File: config.mk
export PLATFORM = sky130hd
export DESIGN_NAME = pokey_ctrl_scanner
export DESIGN_NICKNAME = d
export VERILOG_FILES = /design/src/rtl/pokey_ctrl_scanner.sv
export SDC_FILE = /design/constraint.sdc
export NUM_CORES = 1
export LEC_CHECK = 0
export ABC_AREA = 1
export CORE_UTILIZATION = 45
export CTS_CLUSTER_DIAMETER = 60
export CTS_CLUSTER_SIZE = 8
export DETAILED_ROUTE_END_ITERATION = 8
export GPL_ROUTABILITY_DRIVEN = 0
export PLACE_DENSITY = 0.75
export SYNTH_ARGS = -nofsm -noshare
export SYNTH_HDL_FRONTEND = slang
export SYNTH_SLANG_ARGS = --single-unit
File: constraint.sdc
create_clock -name clk -period 3.02 [get_ports clk]
set_input_delay 0.453 -clock clk [delete_from_list [all_inputs] [get_ports clk]]
set_output_delay 0.453 -clock clk [all_outputs]
set_load 0.02 [all_outputs]
File: src/rtl/pokey_ctrl_scanner.sv
// Clocked POKEY keyboard-scan front end: synchronizes and debounces controller
// contacts, muxes the scanned key/side button onto kr1_L/kr2_L, and latches key presses.
module pokey_ctrl_scanner #(
    parameter int unsigned NUM_PORTS       = 2,
    parameter int unsigned KEYS_PER_PORT   = 12,
    parameter int unsigned DEBOUNCE_CYCLES = 4,
    parameter int unsigned SYNC_STAGES     = 2
) (
    input  logic                                 clk,
    input  logic                                 rst_L,
    input  logic [5:0]                           key_scan_L,
    input  logic [NUM_PORTS*KEYS_PER_PORT-1:0]   ctrl_in_L,
    input  logic [NUM_PORTS-1:0]                 side_btn_L,
    output logic                                 kr1_L,
    output logic                                 kr2_L,
    output logic                                 evt_valid,
    output logic [1:0]                           evt_port,
    output logic [3:0]                           evt_key,
    output logic                                 evt_ovf,
    input  logic                                 evt_ack
);

    localparam int unsigned NK = NUM_PORTS * KEYS_PER_PORT;
    localparam int unsigned NB = NK + NUM_PORTS;
    localparam int unsigned CW = $clog2(DEBOUNCE_CYCLES + 1);
    localparam logic [CW-1:0] CNT_LAST = CW'(DEBOUNCE_CYCLES - 1);

    logic [NB-1:0] sync_q [SYNC_STAGES];
    logic [NB-1:0] sync_d [SYNC_STAGES];
    logic [NB-1:0] stable_q, stable_d;
    logic [CW-1:0] cnt_q [NB];
    logic [CW-1:0] cnt_d [NB];
    logic [NB-1:0] synced_c;
    logic [NK-1:0] press_c;
    logic [5:0]    scan_c;
    logic [1:0]    ps_c;
    logic [3:0]    ks_c;

    logic          kr1_q, kr1_d, kr2_q, kr2_d;
    logic          valid_q, valid_d, ovf_q, ovf_d;
    logic [1:0]    port_q, port_d;
    logic [3:0]    key_q, key_d;
    logic          found_c, extra_c, ack_take_c;
    logic [1:0]    cap_port_c;
    logic [3:0]    cap_key_c;

    // Bit layout: keypad contacts in [NK-1:0], side buttons above them.
    always_comb begin
        sync_d[0] = {side_btn_L, ctrl_in_L};
        for (int unsigned s = 1; s < SYNC_STAGES; s++) begin
            sync_d[s] = sync_q[s-1];
        end
    end

    assign synced_c = sync_q[SYNC_STAGES-1];

    // Stable level flips only after DEBOUNCE_CYCLES consecutive disagreeing samples.
    always_comb begin
        stable_d = stable_q;
        for (int unsigned i = 0; i < NB; i++) begin
            cnt_d[i] = '0;
            if (synced_c[i] != stable_q[i]) begin
                if (cnt_q[i] == CNT_LAST) begin
                    stable_d[i] = ~stable_q[i];
                end else begin
                    cnt_d[i] = cnt_q[i] + CW'(1);
                end
            end
        end
    end

    assign press_c = stable_q[NK-1:0] & ~stable_d[NK-1:0];

    assign scan_c = ~key_scan_L;
    assign ps_c   = scan_c[5:4];
    assign ks_c   = scan_c[3:0];

    // Unmatched (out-of-range) selections fall through to the released level.
    always_comb begin
        kr1_d = 1'b1;
        kr2_d = 1'b1;
        for (int unsigned p = 0; p < NUM_PORTS; p++) begin
            if (ps_c == 2'(p)) begin
                kr2_d = stable_q[NK + p];
                for (int unsigned k = 0; k < KEYS_PER_PORT; k++) begin
                    if (ks_c == 4'(k)) begin
                        kr1_d = stable_q[p*KEYS_PER_PORT + k];
                    end
                end
            end
        end
    end

    // Lowest flat index wins; any additional simultaneous press is an overflow.
    always_comb begin
        found_c    = 1'b0;
        extra_c    = 1'b0;
        cap_port_c = '0;
        cap_key_c  = '0;
        for (int unsigned p = 0; p < NUM_PORTS; p++) begin
            for (int unsigned k = 0; k < KEYS_PER_PORT; k++) begin
                if (press_c[p*KEYS_PER_PORT + k]) begin
                    if (!found_c) begin
                        found_c    = 1'b1;
                        cap_port_c = 2'(p);
                        cap_key_c  = 4'(k);
                    end else begin
                        extra_c = 1'b1;
                    end
                end
            end
        end
    end

    always_comb begin
        valid_d    = valid_q;
        ovf_d      = ovf_q;
        port_d     = port_q;
        key_d      = key_q;
        ack_take_c = evt_ack && valid_q;
        if (ack_take_c) begin
            valid_d = 1'b0;
            ovf_d   = 1'b0;
        end
        if (found_c) begin
            if (!valid_q || ack_take_c) begin
                valid_d = 1'b1;
                port_d  = cap_port_c;
                key_d   = cap_key_c;
                if (extra_c) begin
                    ovf_d = 1'b1;
                end
            end else begin
                ovf_d = 1'b1;
            end
        end
    end

    always_ff @(posedge clk or negedge rst_L) begin
        if (!rst_L) begin
            for (int unsigned s = 0; s < SYNC_STAGES; s++) begin
                sync_q[s] <= '1;
            end
            for (int unsigned i = 0; i < NB; i++) begin
                cnt_q[i] <= '0;
            end
            stable_q <= '1;
            kr1_q    <= 1'b1;
            kr2_q    <= 1'b1;
            valid_q  <= 1'b0;
            ovf_q    <= 1'b0;
            port_q   <= '0;
            key_q    <= '0;
        end else begin
            for (int unsigned s = 0; s < SYNC_STAGES; s++) begin
                sync_q[s] <= sync_d[s];
            end
            for (int unsigned i = 0; i < NB; i++) begin
                cnt_q[i] <= cnt_d[i];
            end
            stable_q <= stable_d;
            kr1_q    <= kr1_d;
            kr2_q    <= kr2_d;
            valid_q  <= valid_d;
            ovf_q    <= ovf_d;
            port_q   <= port_d;
            key_q    <= key_d;
        end
    end

    assign kr1_L     = kr1_q;
    assign kr2_L     = kr2_q;
    assign evt_valid = valid_q;
    assign evt_port  = port_q;
    assign evt_key   = key_q;
    assign evt_ovf   = ovf_q;

endmodule

==> Word-level counts from Yosys, hierarchy flattened <==
Index checks and enable logic that the tools add are counted.
{ "totals": {"ff_bits": 166, "inputBits": 35, "output_inout_bits": 10, "wordCells": 439} }
{ "op_classes": {"add_sub_neg": 26, "eq_ne": 64, "muxes": 275, "bitwise_logic": 29, "reduce_logical": 8} }
{ "ops": {"columns": ["operator", "count"], "rows": [
  ["$mux 4", 44],
  ["$mux 1", 157],
  ["$mux 3", 52],
  ["$add 3x1->3 const B", 26],
  ["$eq 3x2->1 const B", 26],
  ["$mux 2", 22],
  ["$ne 1x1->1", 26],
  ["$not 1->1", 26],
  ["$and 24x24->24", 1],
  ["$not 24->24", 1],
  ["$eq 4x3->1 const B", 4],
  ["$eq 4x4->1 const B", 4],
  ["$eq 4x2->1 const B", 2],
  ["$not 6->6", 1],
  ["$reduce_and 2->1", 3],
  ["$eq 4x1->1 const B", 1],
  ["$logic_not 4->1", 1],
  ["$eq 2x1->1 const B", 1],
  ["$logic_not 2->1", 1],
  ["$logic_and 1x1->1", 1],
  ["$logic_not 1->1", 1],
  ["$logic_or 1x1->1", 1]
]} }

==> Depth between registers and ports, before layout <==
Gate-level depths: netlist of the first run.
{ "logic_depth": {"depth_word": 55, "depth_mapped": 27, "depth_no_buf": 27} }

==> Worst setup path before layout of the first run <==
No wires, ideal clock.
{ "synth_timing": {"kind": "register to register", "from": "reg cnt_q[63] in the netlist's numbering", "to": "reg key_q[3] (netlist: evt_key[3])", "setup_ns": 0.124, "t_arrival_ns": 2.521, "t_required_ns": 2.896, "slack_ns": 0.374, "path_stages_with_launch": 28, "n_path_buf": 0, "synth_period_minus_slack_ns": 2.646, "path_cell_list": "dfrtp_1 ha_1 nand2_2 inv_2 nand3_2 nand2_1 nor3_4 nand2_2 nor2_2 inv_2 nor2_4 nand2_2 nor2_2 inv_2 nor2_4 inv_2 nor2_4 inv_2 nor2_4 inv_2 nor2_4 inv_2 nor2_4 inv_2 nand2_4 inv_2 o32ai_1 inv_1"} }
{ "synth_via": {"elab_chain_cells": 44, "word_cells_on_any_way": 65, "classes_between": "eq/ne (1); mux (61); bitwise (2); reduce/logical (1)"} }
{ "synth_rtl": {"columns": ["item", "line", "rtl"], "rows": [
  ["start: declaration", "31", "logic [CW-1:0] cnt_q [NB];"],
  ["start signal: indexed assignment", "159", "cnt_q[i] <= cnt_d[i];"],
  ["$eq 3x2->1 (*)", "63", "if (cnt_q[i] == CNT_LAST) begin"],
  ["$mux 1 (*)", "63", null],
  ["$mux 1 (*)", "62", "if (synced_c[i] != stable_q[i]) begin"],
  ["$not 24->24 (*)", "72", "assign press_c = stable_q[NK-1:0] & ~stable_d[NK-1:0];"],
  ["$and 24x24->24 (*)", "72", null],
  ["$mux 4 or $mux 1 (tied branches)", "102", "if (press_c[p*KEYS_PER_PORT + k]) begin"],
  ["$mux 4", "103", "if (!found_c) begin"],
  ["$mux 4", "102", null],
  ["[28 not listed]", null, null],
  ["$mux 4", "103", null],
  ["$mux 4", "102", null],
  ["$mux 4", "103", null],
  ["$mux 4", "102", null],
  ["$mux 4", "103", null],
  ["$mux 4", "102", null],
  ["$mux 4", "103", null],
  ["$mux 4", "102", null],
  ["end signal: assignment", "167", "key_q <= key_d;"],
  ["end: declaration", "42", "logic [3:0] key_q, key_d;"]
]} }
Every way passes the cells marked *; elsewhere a longest branch is shown, timed or not.
A chain may end at the register's enable or synchronous reset.

==> Worst setup path after layout of the first run <==
{ "layout_timing": {"from": "reg stable_q[7]", "to": "reg key_q[1] (netlist: evt_key[1])"} }
{ "layout_via": {"elab_chain_cells": 38, "word_cells_on_any_way": 57, "classes_between": "eq/ne (1); mux (52); bitwise (3); reduce/logical (1)"} }
{ "layout_rtl": {"columns": ["item", "line", "rtl"], "rows": [
  ["start: declaration", "30", "logic [NB-1:0] stable_q, stable_d;"],
  ["start signal: assignment", "161", "stable_q <= stable_d;"],
  ["$not 1->1", "64", "stable_d[i] = ~stable_q[i];"],
  ["$mux 1", "63", null],
  ["$mux 1 (*)", "62", null],
  ["via stable_d[7]", "30", null],
  ["$not 24->24 (*)", "72", null],
  ["$and 24x24->24 (*)", "72", null],
  ["$mux 4 or $mux 1 (tied branches)", "102", null],
  ["$mux 4", "103", null],
  ["[23 not listed]", null, null],
  ["$mux 4", "103", null],
  ["$mux 4", "102", null],
  ["$mux 4", "103", null],
  ["$mux 4", "102", null],
  ["$mux 4", "103", null],
  ["$mux 4", "102", null],
  ["$mux 4", "103", null],
  ["$mux 4", "102", null]
]} }
The timed path passes the listed nets; every way through them passes the cells marked *.

==> impl_metrics.env, run 1 <==
export IMPL_chipWidth_microns=127
export IMPL_dp_hpwl_microns=9060
export IMPL_p_per_area_mw_per_mm2=936
export IMPL_ir_drop_uv=541
export IMPL_multi_input_comb_area_sq_mm=0.00243
export IMPL_drive_above_1_share_pct=22.9
export IMPL_drt_initial_drc_count=357
export IMPL_nets=851
export IMPL_yosys_area_share_simple_pct=19.0
export IMPL_clk_pin_slew_ps=60
export IMPL_ant_nets=0
export IMPL_fillCellCount=1276
export IMPL_cp_arrival_ps=3190
export IMPL_cts_root_buf="clkbuf_16"
export IMPL_seq_area_frac_synth_pct=59.8
export IMPL_path_max_fanout=7
export IMPL_synth_xor_area_share_pct=3.22
export IMPL_wire_per_inst_microns=12.7
export IMPL_area_growth_pct=21.5
export IMPL_slew_viol_final=0
export IMPL_crit_path_start_kind="register"
export IMPL_htreeDepth=4
export IMPL_io_pins=45
export IMPL_clk_path_buf_depth=2
export IMPL_cts_tree="yes"
export IMPL_grt_max_degree=95
export IMPL_die_area_sq_mm=0.0162
export IMPL_async_flop_share_pct=100
export IMPL_total_leakage_power_nw=4.01
export IMPL_ys_top_cells_by_area="dfrtp_1 30%, dfstp_2 30%, inv_1 6.4%"
export IMPL_chipHeight_microns=127
export IMPL_cap_viol_max_count=0
export IMPL_seqCellArea_sq_mm=0.00423
export IMPL_synth_top_family_by_area="simple AND/OR/NAND/NOR gates"
export IMPL_antenna_found_initial=0
export IMPL_grt_pass1_vias=4764
export IMPL_synth_compound_area_share_pct=5.91
export IMPL_wl_microns=12800
export IMPL_clock_skew_ps=20.5
export IMPL_synth_fa_ha_area_share_pct=4.60
export IMPL_synthesis_nets=774
export IMPL_yosysTopAreaCell="dfrtp_1"
export IMPL_grtUsageTotal_pct=17.5
export IMPL_vias=4899
export IMPL_gr_total_overflow=0
export IMPL_grt_setup_unrepaired="true"
export IMPL_placed_cell_area_sq_mm=0.00782
export IMPL_grt_pass1_wl_microns=21900
export IMPL_viasPerCell=4.83
export IMPL_drtPass1Iterations=5
export IMPL_holdWs_ps=354
export IMPL_synth_avg_cell_area_sq_um=9.92
export IMPL_setup_tns_ps=0
export IMPL_syn_area_sq_mm=0.00707
export IMPL_synth_edf_count=0
export IMPL_cp_required_ps=3330
export IMPL_fmax_ghz=0.347
export IMPL_endpoint_kind="register"
export IMPL_antennaDiodeCount=0
export IMPL_initial_core_util_pct=46.4
export IMPL_muxShareOfSynthArea_pct=0.318
export IMPL_hold_violations=0
export IMPL_hp_class="reg -> reg"
export IMPL_clock_latency_ps=430
export IMPL_critPathKind="reg -> reg"
export IMPL_design_area_sq_mm=0.00860
export IMPL_yosysTopAreaCellShare_pct=30.1
export IMPL_synthDistinctLibCells=40
export IMPL_min_period_ps=2880
export IMPL_core_area_sq_mm=0.0153
export IMPL_synth_ff_type="dfrtp_1"
export IMPL_rows=45
export IMPL_cts_buffers=17
export IMPL_numPortBuffers=43
export IMPL_clock_sinks=165
export IMPL_setup_violations_final=0
export IMPL_fin_crit_sh_pct=95.3
export IMPL_yosysWarnings=0
export IMPL_status="finished clean"
export IMPL_synth_cells=713
export IMPL_drc=0
export IMPL_yosys_register_bits=165
[metal layers]
layer | GRT usage [%] | up-vias | routed length, microns
met5 | 0 | - | 0
met4 | 5.95 | 0 | 129
met3 | 5.19 | 14 | 607
met2 | 27.8 | 105 | 6100
met1 | 22.9 | 2368 | 6010
li1 | - | 2412 | -
[what timing repair did]
item | in CTS | in global routing
resized for setup | 0 | 22
buffers inserted | 0 | 9
hold buffers | 1 | 0
hold endpoints to repair | 19 | 0
setup endpoints to repair | 0 | 6
[flip-flops by register name, indices dropped and copies added (netlist names)]
signal / count
evt_ovf: 1
cnt_q: 78
sync_d: 26
evt_port: 1
evt_key: 4
synced_c: 26
kr2_L: 1
evt_valid: 1
stable_q: 26
kr1_L: 1
[path summary, 6_finish.rpt]
path / from / depth (start not counted) / to / slack (ps)
setup reg to reg: stable_q[7] / 25 / evt_key[1] / 140
hold / removal: sync_d[8] / 0 / synced_c[8] / 350
min in group asynchronous: rst_L / 2 / cnt_q[35] / 470
hold reg to reg: sync_d[8] / 0 / synced_c[8] / 350
max in group asynchronous: rst_L / 3 / stable_q[9] / 1730
setup / recovery: stable_q[7] / 25 / evt_key[1] / 140
[final cells by class]
type | instances | share of cell area [%]
Clock buffer | 21 | 5.36
Inverter | 132 | 5.79
Sequential cell | 165 | 49.2
Tap cell | 211 | 3.07
Timing Repair Buffer | 59 | 6.59
Clock inverter | 11 | 1.73
Multi-Input combinational cell | 415 | 28.3
[cells by family (layout without fill, tap and decap cells)]
kind of cell,Yosys count,after routing
flops,165,165
xor+xnor,26,26
simple gates,290,290
mux,2,2
other cells,1,1
compound gates,70,70
buf+inv,133,223
fa+ha+maj,26,26
[cells in the mapped netlist, types with 2 or more instances]
master and n:
inv_2 12, o311ai_0 2, ha_1 26, nand3_1 28
nand4_1 4, a21oi_1 14, nor3b_1 6, nand2_2 8
nor2_2 6, nor4_1 2, xnor2_1 26, dfstp_2 80
o2111ai_1 3, nor3_1 54, inv_1 120, dfrtp_1 85
nor2_1 63, nor2_4 7, nand2_1 108, o21ai_0 38
mux2_2 2
[layout by cell type (no fill, tap or decap), drive strengths merged, types with 3 or more instances in the layout]
cell,instances
clkbuf,21
o21ai,39
clkdlybuf4s50,42
clkinv,4
ha,26
bufinv,3
a21oi,16
inv,133
nor2,76
nand3,29
xnor2,26
nor3b,6
nand2,117
dfrtp,85
nor3,55
buf,16
clkinvlp,3
o2111ai,3
nand4,4
dfstp,80
[metrics by stage]
step / setup slack (ps) / util, % / std cells / total power, W
6_report: 141 / 56.3 / 1014 / 0.00805
2_1_floorplan: 374 / - / 713 / 0.00493
5_1_grt: -67.9 / 56.3 / 1014 / 0.00860
3_3_place_gp: 171 / 51.3 / 972 / 0.00554
4_1_cts: 69.1 / 55.3 / 1005 / 0.00789
3_5_place_dp: 83.4 / 51.3 / 972 / 0.00563
[critical path, stage by stage, from the launching register on]
cell     delay (ps)
dfstp_2         570
inv_1           120
a21oi_4         200
nor2_4           60
nor3_4          220
nand2_2         110
nor2_2          120
inv_2            70
nor2_4           90
nand2_2          60
nor2_2           90
inv_2            60
nor2_4           80
inv_2            60
nor2_4           90
inv_2            50
nor2_4          110
inv_2            70
nor2_4           90
inv_2            50
nor2_4           80
inv_2            50
nand2_4          90
inv_4            40
nor2_2           90
a21oi_1          40
[power breakdown]
group / leakage (nW) / internal, W / switching (W)
combinational: 1.77 / 0.00109 / 0.00152
sequential: 1.95 / 0.00288 / 0.000357
clock: 0.290 / 0.00135 / 0.000851
total: 4.01 / 0.00532 / 0.00273
(Power assumes the default switching activity.)
==> run 2, diff against run 1 <==
clock period = 3.2 ns   (was 3.02 ns; I/O delays follow)
==> impl_metrics.env, run 2 (synthesis results as in run 1) <==
export IMPL_slew_headroom_pct=57.7
export IMPL_cts_buffers=17
export IMPL_setup_violations_final=0
export IMPL_tightest_slew_ps=635
export IMPL_antennaDiodeCount=0
export IMPL_stdcell_count=1003
export IMPL_grt_pass1_vias=4691
export IMPL_clock_skew_ps=6.56
export IMPL_path_max_fanout=6
export IMPL_htreeDepth=4
export IMPL_numPortBuffers=43
export IMPL_status="finished clean"
export IMPL_fin_total_pwr_w=0.00739
export IMPL_clk_path_buf_depth=2
export IMPL_initial_core_util_pct=46.4
export IMPL_die_area_sq_mm=0.0162
export IMPL_viasPerCell=4.71
export IMPL_vias=4721
export IMPL_clock_sinks=165
export IMPL_cts_tree="yes"
export IMPL_dp_cells=971
export IMPL_grt_util_met3_pct=5.36
export IMPL_drtPass1Iterations=4
export IMPL_ant_nets=0
export IMPL_critPathKind="reg -> reg"
export IMPL_clk_pin_slew_ps=60
export IMPL_chipWidth_microns=127
export IMPL_mostFrequentLayoutCell="inv_1"
export IMPL_cp_arrival_ps=3280
export IMPL_ir_drop_uv=515
export IMPL_drc=0
export IMPL_core_area_sq_mm=0.0153
export IMPL_final_cell_mix="120 x inv_1, 108 x nand2_1, 85 x dfrtp_1, 80 x dfstp_2, 63 x nor2_1"
export IMPL_dp_hpwl_microns=9150
export IMPL_grtUsageTotal_pct=17.6
export IMPL_grt_max_degree=70
export IMPL_cts_root_buf="clkbuf_16"
export IMPL_hold_violations=0
export IMPL_fin_crit_sh_pct=92.7
export IMPL_endpoint_kind="register"
export IMPL_wl_microns=12500
export IMPL_antenna_found_initial=0
export IMPL_clock_latency_ps=420
export IMPL_slew_viol_final=0
export IMPL_drive_above_1_share_pct=20.1
export IMPL_fmax_ghz=0.337
export IMPL_busiest_layer="met2"
export IMPL_drt_initial_drc_count=221
export IMPL_wire_per_inst_microns=12.5
export IMPL_grt_setup_unrepaired="false"
export IMPL_grt_use_met1_pct=22.6
export IMPL_total_leakage_power_nw=3.98
export IMPL_met2_usage_pct=28.1
export IMPL_regMostFlops="cnt_q"
export IMPL_io_pins=45
export IMPL_ff2ff_path_depth=20
export IMPL_cp_required_ps=3510
export IMPL_crit_path_start_kind="register"
export IMPL_nets=840
export IMPL_gr_total_overflow=0
export IMPL_rows=45
export IMPL_cap_viol_max_count=0
export IMPL_area_growth_pct=19.3
export IMPL_post_cts_repair_setup_buffers=0
export IMPL_largest_reg_flops=78
export IMPL_min_period_ps=2970
export IMPL_chipHeight_microns=127
export IMPL_p_per_area_mw_per_mm2=876
export IMPL_setup_tns_ps=0
export IMPL_grt_pass1_wl_microns=21800
export IMPL_hp_class="in -> async"
run 2: cell types whose count changed in the layout (fill, tap and decap cells not counted), sizes merged:
| cell | change |
|---|---|
| dlygate4sd3 | -1 |
| clkbuf | +1 |
| clkinvlp | -2 |
| buf | -10 |
| inv | +1 |
run 2: power by group:
part / internal, W / switching (W) / leakage [nW]
Clock: 0.00132 / 0.000803 / 0.307
Sequential: 0.00272 / 0.000322 / 1.95
Combinational: 0.000886 / 0.00134 / 1.72
Total: 0.00492 / 0.00247 / 3.98
run 2: final cells by class:
cell class                      instances  area, sq um
Fill cell                            1277         6820
Multi-Input combinational cell        415         2340
Clock buffer                           22          484
Sequential cell                       165         4230
Tap cell                              211          264
Inverter                              132          495
Clock inverter                         10          143
Timing Repair Buffer                   48          482
run 2: path summary, 6_finish.rpt:
path | from | end | slack, ps
max | cnt_q[75] | evt_ovf | 230
min in group clk | sync_d[0] | synced_c[0] | 350
min reg2reg | sync_d[0] | synced_c[0] | 350
max reg2reg | cnt_q[75] | evt_ovf | 230
max in group asynchronous | rst_L | synced_c[2] | 2340
min | rst_L | cnt_q[58] | 60
run 2: critical path, stage by stage, from the launching register on:
cell       delay (ps)
dfrtp_1           380
ha_1              230
nand2_2           100
nor3_1             80
nor2_2            150
nand2_1           120
nor2_4            170
nand2_2           100
nor2_2            110
inv_2              80
nor2_4             90
nand2_2            60
nor2_2             90
inv_2              50
nor2_4             80
inv_2              50
nand2_1            70
o2111ai_1         110
nor4_1            320
o2111ai_1         200
a22o_1            210
run 2: per-layer routing:
layer  up-vias  part of all wire, %
li1       2395                    -
met1      2231                   46
met2        82                   47
met3        13                  5.0
met4         0                  1.2
met5         -                    0
run 2: metrics by stage:
step,hold WS (ps),instance area (sq um),setup WS (ps),util (%)
after floorplan,184,7070,554,-
after global placement,345,7810,305,51.2
after detailed placement,347,7810,232,51.2
after CTS,75.1,8440,220,55.3
after global routing,95.5,8440,12.2,55.3
final,61.6,8440,235,55.3
run 2: repair_timing:
item,4_1_cts,5_1_grt
gates resized for setup,0,1
hold buffers,0,0
setup endpoints to repair,0,3
==> run 3, diff against run 2 <==
CORE_MARGIN = 5   (was not set)
==> impl_metrics.env, run 3 (synthesis results as in run 1) <==
export IMPL_io_pins=45
export IMPL_hold_buffers=0
export IMPL_critPathKind="reg -> reg"
export IMPL_initial_core_util_pct=46.2
export IMPL_drt_initial_drc_count=240
export IMPL_status="finished clean"
export IMPL_clock_latency_ps=420
export IMPL_area_growth_pct=19.3
export IMPL_path_max_fanout=6
export IMPL_crit_path_start_kind="register"
export IMPL_total_leakage_power_nw=3.96
export IMPL_cts_buffers=17
export IMPL_fmax_ghz=0.333
export IMPL_numPortBuffers=43
export IMPL_p_sw_share_pct=33.5
export IMPL_tightest_slew_ps=650
export IMPL_regMostFlops="cnt_q"
export IMPL_cts_root_buf="clkbuf_16"
export IMPL_final_cell_mix="120 x inv_1, 107 x nand2_1, 85 x dfrtp_1, 80 x dfstp_2, 63 x nor2_1"
export IMPL_hold_violations=0
export IMPL_ir_drop_uv=487
export IMPL_core_area_sq_mm=0.0153
export IMPL_grtUsageTotal_pct=15.0
export IMPL_gr_total_overflow=0
export IMPL_drc=0
export IMPL_cp_arrival_ps=3300
export IMPL_grt_pass1_vias=4686
export IMPL_slew_headroom_pct=56.7
export IMPL_largest_reg_flops=78
export IMPL_grt_pass1_wl_microns=21600
export IMPL_cts_tree="yes"
export IMPL_ant_nets=0
export IMPL_r2r_start="stable_q[0]"
export IMPL_fillCellCount=1337
export IMPL_viasPerCell=4.75
export IMPL_clk_path_buf_depth=2
export IMPL_grt_setup_unrepaired="false"
export IMPL_clock_sinks=165
export IMPL_grt_max_degree=73
export IMPL_endpoint_kind="register"
export IMPL_rows=45
export IMPL_clk_pin_slew_ps=60
export IMPL_mostFrequentLayoutCell="inv_1"
export IMPL_cp_required_ps=3500
export IMPL_p_int_w=0.00494
export IMPL_fin_crit_sh_pct=93.8
export IMPL_vias=4769
export IMPL_drive_above_1_share_pct=20.1
export IMPL_nets=841
export IMPL_antenna_found_initial=0
export IMPL_dp_hpwl_microns=9150
export IMPL_cap_viol_max_count=0
export IMPL_antennaDiodeCount=0
export IMPL_wl_microns=12500
export IMPL_crit_path_start="stable_q[0]"
export IMPL_p_switching_w=0.00248
export IMPL_clock_skew_ps=9.56
export IMPL_p_comb_share_pct=30.5
export IMPL_clock_power_share_pct=28.5
export IMPL_placed_cell_area_sq_mm=0.00780
export IMPL_setup_violations_final=0
export IMPL_htreeDepth=4
export IMPL_die_area_sq_mm=0.0183
export IMPL_chipWidth_microns=135
export IMPL_design_area_sq_mm=0.00844
export IMPL_drtPass1Iterations=5
export IMPL_wire_per_inst_microns=12.5
export IMPL_setup_tns_ps=0
export IMPL_p_per_area_mw_per_mm2=879
export IMPL_min_period_ps=3000
export IMPL_slew_viol_final=0
export IMPL_hp_class="in -> async"
export IMPL_p_seq_share_pct=41.0
export IMPL_chipHeight_microns=135
-- run 3: cell types whose count changed in the layout (fill, tap and decap cells not counted), sizes merged --
cell      change
clkinvlp      +1
inv           -1
bufinv        +1
clkbuf        -1
buf           +1
-- run 3: per-layer routing --
layer	vias to the layer above	global-route usage [%]	part of all wire [%]
li1	2403	-	-
met1	2265	19.5	45
met2	87	24.0	48
met3	14	4.05	5.0
met4	0	5.71	1.4
met5	-	0	0
-- run 3: path summary, 6_finish.rpt --
path	end	cells past startpoint	slack [ps]
hold / removal	cnt_q[21]	1	50
max in group asynchronous	sync_d[3]	2	2300
setup reg to reg	evt_key[0]	15	200
setup / recovery	evt_key[0]	15	200
min in group clk	synced_c[3]	0	350
hold reg to reg	synced_c[3]	0	350
-- run 3: power groups by stage --
stage	registers, W	logic [W]	clock network (W)
2_1_floorplan	0.00303	0.00163	0
3_3_place_gp	0.00306	0.00214	0
3_5_place_dp	0.00308	0.00221	0
4_1_cts	0.00305	0.00224	0.00217
5_1_grt	0.00311	0.00257	0.00226
6_report	0.00304	0.00226	0.00212
-- run 3: cell type report --
| type | count | area (sq um) | share of cell area (%) |
|---|---|---|---|
| clock buffers | 21 | 440 | 5.22 |
| clock inverters | 11 | 175 | 2.07 |
| inverters | 132 | 495 | 5.87 |
| multi-input cells | 415 | 2350 | 27.8 |
| flip-flops and latches | 165 | 4230 | 50.1 |
| well taps | 211 | 264 | 3.13 |
| repair buffers | 49 | 489 | 5.79 |
-- run 3: critical path, cell delays in order, from the launching register on --
cell and delay [ps]:
dfstp_2 530, inv_1 70, nor3_1 430, nor2_2 100
nand2_2 110, nor2_4 60, inv_1 90, nor2_1 60
o21ai_0 100, nor3_1 70, a211oi_1 320, o311ai_0 230
a221oi_1 310, nand3_1 120, a21oi_1 170, o21ai_0 100
-- run 3: per-stage QoR --
step,setup slack [ps],utilization (%),hold WS [ps],cells,total power (W)
6_report,197,55.1,54.9,1004,0.00742
3_3_place_gp,246,51.0,345,970,0.00520
2_1_floorplan,554,-,184,713,0.00466
5_1_grt,14.7,55.1,95.1,1004,0.00794
3_5_place_dp,229,51.0,347,970,0.00528
4_1_cts,260,55.0,71.4,1002,0.00745
-- run 3: timing repair --
| action | 4_1_cts | 5_1_grt |
|---|---|---|
| endpoints found under the setup margin | 0 | 3 |
| setup buffers | 0 | 2 |
| gates resized for setup | 0 | 3 |
